File: src/rtl/remote_comm_pkg.sv
// remote_comm_pkg: shared UART constants and the command sequencer state type
package remote_comm_pkg;
  localparam int BAUD_DIV_DEF = 2604;
  localparam int FRAME_BITS = 10;
  typedef enum logic [1:0] {IDLE, HIGH, LOW} cmd_state_e;
endpackage

File: src/rtl/remote_comm_uart_xcvr.sv
// uart_xcvr: independent 8N1 UART transmitter and receiver sharing one baud divisor
module uart_xcvr
  import remote_comm_pkg::*;
#(
  parameter int BAUD_DIV = BAUD_DIV_DEF
) (
  input  logic       clk,
  input  logic       rst_n,
  input  logic       trmt_i,
  input  logic [7:0] tx_data_i,
  output logic       tx_done_o,
  output logic       tx_o,
  input  logic       rx_i,
  input  logic       clr_rdy_i,
  output logic       rdy_o,
  output logic [7:0] rx_data_o
);
  localparam int BW = $clog2(BAUD_DIV);
  localparam logic [BW-1:0] LAST = BW'(BAUD_DIV - 1);
  localparam logic [BW-1:0] HALF = BW'(BAUD_DIV / 2 - 1);
  logic [FRAME_BITS-1:0] tx_sh_q;
  logic                  tx_busy_q, tx_done_q;
  logic [BW-1:0]         tx_baud_q, rx_baud_q;
  logic [3:0]            tx_bit_q, rx_bit_q;
  logic                  rx_s1_q, rx_s2_q, rx_prev_q, rx_busy_q, rdy_q;
  logic [6:0]            rx_sh_q;
  logic [7:0]            rx_data_q;
  logic                  tx_tick, rx_start, rx_sample, rx_last;
  assign tx_tick   = tx_busy_q && tx_baud_q == LAST;
  assign rx_start  = !rx_busy_q && rx_prev_q && !rx_s2_q;
  assign rx_sample = rx_busy_q && rx_baud_q == (rx_bit_q == 4'd0 ? HALF : LAST);
  assign rx_last   = rx_sample && rx_bit_q == 4'd8;
  assign tx_o      = tx_sh_q[0];
  assign tx_done_o = tx_done_q;
  assign rdy_o     = rdy_q;
  assign rx_data_o = rx_data_q;
  // Transmit: load {stop, data, start} and shift one bit out per baud period; ones fill behind so the line idles high
  always_ff @(posedge clk or negedge rst_n)
    if (!rst_n) begin
      tx_sh_q   <= '1;
      tx_busy_q <= 1'b0;
      tx_baud_q <= '0;
      tx_bit_q  <= '0;
      tx_done_q <= 1'b0;
    end else begin
      tx_done_q <= tx_tick && tx_bit_q == 4'(FRAME_BITS - 1);
      if (trmt_i && !tx_busy_q) begin
        tx_sh_q   <= {1'b1, tx_data_i, 1'b0};
        tx_busy_q <= 1'b1;
        tx_baud_q <= '0;
        tx_bit_q  <= '0;
      end else if (tx_tick) begin
        tx_sh_q   <= {1'b1, tx_sh_q[FRAME_BITS-1:1]};
        tx_baud_q <= '0;
        tx_bit_q  <= tx_bit_q + 4'd1;
        if (tx_bit_q == 4'(FRAME_BITS - 1)) tx_busy_q <= 1'b0;
      end else if (tx_busy_q) tx_baud_q <= tx_baud_q + 1'b1;
    end
  // Two-flop synchroniser plus one delayed copy for falling-edge detection, all idle high
  always_ff @(posedge clk or negedge rst_n)
    if (!rst_n) {rx_s1_q, rx_s2_q, rx_prev_q} <= 3'b111;
    else {rx_s1_q, rx_s2_q, rx_prev_q} <= {rx_i, rx_s1_q, rx_s2_q};
  // Receive: sample mid-bit, keep the last seven samples; the ninth sample completes the data byte
  always_ff @(posedge clk or negedge rst_n)
    if (!rst_n) begin
      rx_busy_q <= 1'b0;
      rx_baud_q <= '0;
      rx_bit_q  <= '0;
      rx_sh_q   <= '0;
      rx_data_q <= '0;
    end else if (rx_start) begin
      rx_busy_q <= 1'b1;
      rx_baud_q <= '0;
      rx_bit_q  <= '0;
    end else if (rx_sample) begin
      rx_sh_q   <= {rx_s2_q, rx_sh_q[6:1]};
      rx_baud_q <= '0;
      rx_bit_q  <= rx_bit_q + 4'd1;
      if (rx_last) begin
        rx_busy_q <= 1'b0;
        rx_data_q <= {rx_s2_q, rx_sh_q};
      end
    end else if (rx_busy_q) rx_baud_q <= rx_baud_q + 1'b1;
  // Ready flag: byte completion wins over clearing by a new start bit or an external clear
  always_ff @(posedge clk or negedge rst_n)
    if (!rst_n) rdy_q <= 1'b0;
    else rdy_q <= rx_last ? 1'b1 : (rx_start || clr_rdy_i) ? 1'b0 : rdy_q;
endmodule

File: src/rtl/remote_comm.sv
// remote_comm: sends a 16-bit command as two UART bytes (high first) and reports received response bytes
module remote_comm
  import remote_comm_pkg::*;
#(
  parameter int BAUD_DIV = BAUD_DIV_DEF
) (
  input  logic        clk,
  input  logic        rst_n,
  input  logic [15:0] cmd,
  input  logic        snd_cmd,
  output logic        TX,
  input  logic        RX,
  output logic [7:0]  resp,
  output logic        resp_rdy,
  output logic        cmd_snt
);
  cmd_state_e state_q, state_d;
  logic [7:0] low_q, tx_data;
  logic       cmd_snt_q, accept, trmt, tx_done;
  uart_xcvr #(.BAUD_DIV(BAUD_DIV)) u_xcvr (
    .clk       (clk),
    .rst_n     (rst_n),
    .trmt_i    (trmt),
    .tx_data_i (tx_data),
    .tx_done_o (tx_done),
    .tx_o      (TX),
    .rx_i      (RX),
    .clr_rdy_i (accept),
    .rdy_o     (resp_rdy),
    .rx_data_o (resp)
  );
  assign cmd_snt = cmd_snt_q;
  // Sequencer: accept only in IDLE, chain the low byte straight after the high byte's done pulse
  always_comb begin
    accept  = snd_cmd && state_q == IDLE;
    trmt    = accept || (state_q == HIGH && tx_done);
    tx_data = state_q == IDLE ? cmd[15:8] : low_q;
    state_d = accept ? HIGH : !tx_done ? state_q : state_q == HIGH ? LOW : state_q == LOW ? IDLE : state_q;
  end
  // Sequencer state register
  always_ff @(posedge clk or negedge rst_n)
    if (!rst_n) state_q <= IDLE;
    else state_q <= state_d;
  // Low-byte holding register and sent flag that stays high until the next accepted command
  always_ff @(posedge clk or negedge rst_n)
    if (!rst_n) begin
      low_q     <= '0;
      cmd_snt_q <= 1'b0;
    end else begin
      low_q     <= accept ? cmd[7:0] : low_q;
      cmd_snt_q <= accept ? 1'b0 : (state_q == LOW && tx_done) ? 1'b1 : cmd_snt_q;
    end
endmodule

File: config.mk
export PLATFORM = sky130hd
export DESIGN_NAME = remote_comm
export DESIGN_NICKNAME = d
export VERILOG_FILES = /design/src/rtl/remote_comm_pkg.sv /design/src/rtl/remote_comm_uart_xcvr.sv /design/src/rtl/remote_comm.sv
export SDC_FILE = /design/constraint.sdc
export NUM_CORES = 1
export LEC_CHECK = 0
export BUFFER_PORTS_ARGS = -buffer_cell sky130_fd_sc_hd__buf_4
export CAP_MARGIN = 20
export CORE_MARGIN = 5
export CORE_UTILIZATION = 34
export CTS_BUF_LIST = sky130_fd_sc_hd__clkbuf_16
export CTS_CLUSTER_SIZE = 12
export DETAILED_ROUTE_END_ITERATION = 8
export PLACE_DENSITY = 0.56
export SYNTH_ARGS = -nofsm -noshare
export SYNTH_HDL_FRONTEND = slang
export SYNTH_SLANG_ARGS = --single-unit
File: constraint.sdc
create_clock -name clk -period 4.8 [get_ports clk]
set_input_delay 0 -clock clk [delete_from_list [all_inputs] [get_ports clk]]
set_output_delay 0 -clock clk [all_outputs]
set_load 0.01 [all_outputs]
==> run metrics <==
first-pass GRT wire length=around 11000 um; Post-synth top cells=62 x dfrtp_1, 32 x nand2_1, 24 x mux2_2; Syn Std Cell Area=about 3400 um^2; type of destination of the critical path=flop; core area=9819 um^2; critical path class=reg -> reg; syn avg cell area=about 11 um^2; actual slew at the worst max-slew pin=0.9077 ns; PortBufs=30; I/O pin total=31; CP required=between 5 and 6 ns; final hold viol count=0; H-tree depth=3; clock period minus worst slack=2.213 ns; Ys Warns=0; Initial Utilization=0.3486; initial antenna violation count=0; ys flop type=dfrtp_1; ant diodes=0; clock skew=0.007887 ns; Post-Syn Instances=between 300 and 400; Netlist cell types=49; die area=12170 um^2; CTS tree=yes; status=complete, no violations; proportion of synthesized area in mux cells=0.09064; drt wl/cell=13.82 um; CTS buffer count=9; DP Wirelength=4566 um; # fillers=981; clk buf depth=2; top cells by area, synth=dfrtp_1 45%, dfstp_2 9.2%, mux2_2 7.9%, nand2_1 3.5%, a21oi_1 2.6%; antenna-violating nets left=0; crit start category=flop; Syn-to-layout area delta=22.59%; Die Wd=110.3 um; layout cells sized above 1=0.2486; Tot Pwr=1.525 mW; arrival time at the worst endpoint=~2.4 ns; Min-Delay Path Class=in -> reg; largest net degree at the start of global routing=75; fmax=451.9 MHz; Seq/Total Area, Yosys=0.5453; Final GP Congestion=0.7701; slew margin rel.=0.3948; asr flop ratio synth=1.000; Vias/cell=roughly 5.0; reg-to-reg slack, setup=2.59 ns; largest family of logic cells by synthesized area=simple AND/OR/NAND/NOR gates; endpoints failing setup=0; P_leak=~1.8 nW; maxcap violations=0; most frequent cell after synthesis=dfrtp_1; fraction of the mapped netlist area in simple logic gates=0.1689; share of the synthesized area in the top cell type=0.4532; clk sinks=74; cell taking the most area after synthesis=dfrtp_1; Via Count=roughly 2500; die height=about 110 um; Synth Register Bits=74; EDFF count, synth=0; XOR/XNOR Fraction of Synth Area=0.04094; Setup TNS=0 ns; Initial DRT Pass Iterations=4; Synth Area in Compound Gates=0.1129; Clk pin slew, worst setup/hold paths=0.07 ns; grt total ovfl=0; pwr dens=about 360 nW/um^2; gr usage total=0.1213; residual DRC count=0; CTS Root Cell=clkbuf_16; synthesized netlist net count=334; VDD IR max=0.1945 mV; # rows=36; # nets final=379; final period utilization=0.4610; vias in the first global route=about 2400; Final Max Slew Viols=0; RSZ-0062 raised after global routing=false; Post-Synth Adder-Cell Area=0.02193; postcts setup bufs=0; Initial DRC Count=between 70 and 80; Crit Path Max Fanout=10; clock insertion delay at the later pin of the skew report=roughly 0.33 ns; WL final=just under 7000 um
-- metal layers --
| metal | wire length, um | GRT usage |
|---|---|---|
| met1 | 3205 | 0.1558 |
| met2 | 3253 | 0.1993 |
| met3 | 245 | 0.03029 |
| met4 | 80 | 0.04222 |
| met5 | 0 | 0 |
-- kinds of logic (layout without fill, tap and decap cells) --
kind of cell / Yosys count / in the layout
and+or+nand+nor: 111 / 111
DFF: 74 / 74
AOI/OAI and AO/OA: 56 / 56
muxes: 28 / 28
buffers and inverters: 17 / 67
xor gates and xnor gates: 16 / 16
adders and majority gates: 6 / 6
-- worst max-delay path: stages, from the launching register on --
cell and delay, ns:
dfrtp_1 0.38, inv_1 0.09, ha_1 0.21, nor3b_1 0.15
or4_1 0.53, a21oi_4 0.37, mux2_2 0.38
-- repair_timing --
action | CTS | global route
hold endpoints to repair | 73 | 0
resized for setup | 0 | 0
hold buffers | 12 | 0
-- cells in the final DEF (no fill, tap or decap), types with 9 or more instances in the layout --
master and n:
dfrtp_1 62, nand2_1 32, buf_4 30, mux2_2 24
nor2_1 23, a21oi_1 18, dlygate4sd3_1 12, dfstp_2 12
xor2_1 10, inv_1 9, o21ai_0 9, clkbuf_16 9
-- cell type report --
| cell class | instances | area [um^2] | share of cell area |
|---|---|---|---|
| clock buffer | 9 | 225.2 | 0.05367 |
| tap | 133 | 166.4 | 0.03965 |
| timing repair buffer | 42 | 345.3 | 0.08229 |
| inverter | 9 | 33.78 | 0.008050 |
| multi-input combinational | 217 | 1490 | 0.3551 |
| sequential | 74 | 1867 | 0.4448 |
| clock inverter | 7 | 68.82 | 0.01640 |
-- registers in the layout, indices dropped and copies added (netlist names), 2 cells and up --
name	cells
low_q	8
state_q	2
u_xcvr.rx_baud_q	12
u_xcvr.rx_bit_q	4
u_xcvr.rx_data_o	8
u_xcvr.rx_sh_q	7
u_xcvr.tx_baud_q	12
u_xcvr.tx_bit_q	4
u_xcvr.tx_sh_q	9
-- path summary, 6_finish.rpt --
check	startpoint	cells after the start	to
max in group asynchronous	rst_n	2	u_xcvr.tx_bit_q[0]$_DFFE_PN0P_
setup reg to reg	u_xcvr.rx_bit_q[0]$_DFFE_PN0P_	6	u_xcvr.rx_sh_q[1]$_DFFE_PN0P_
setup / recovery	u_xcvr.rx_bit_q[0]$_DFFE_PN0P_	6	u_xcvr.rx_sh_q[1]$_DFFE_PN0P_
hold / removal	cmd[13]	4	u_xcvr.tx_sh_q[6]$_DFFE_PN1P_
hold reg to reg	u_xcvr.rx_s1_q$_DFF_PN1_	0	u_xcvr.rx_s2_q$_DFF_PN1_
min in group asynchronous	rst_n	2	u_xcvr.rx_sh_q[6]$_DFFE_PN0P_
-- metrics by stage --
| step | setup slack [ns] | utilization | std cells | hold slack, ns | cell area [um^2] |
|---|---|---|---|---|---|
| after floorplan | 2.777 | - | 308 | -0.2956 | 3423 |
| after global placement | 2.654 | 0.3852 | 463 | 0.1095 | 3782 |
| after detailed placement | 2.580 | 0.3852 | 463 | 0.1107 | 3782 |
| after CTS | 2.578 | 0.4274 | 491 | 0.05822 | 4197 |
| after global routing | 2.481 | 0.4274 | 491 | 0.08082 | 4197 |
| final | 2.587 | 0.4274 | 491 | 0.05662 | 4197 |
-- where the power goes --
group	switching [mW]	internal, mW
sequential	0.0502	0.663
combinational	0.0711	0.0740
clock	0.299	0.368
total	0.420	1.10
Note: power is estimated with default switching activity, not from simulation.
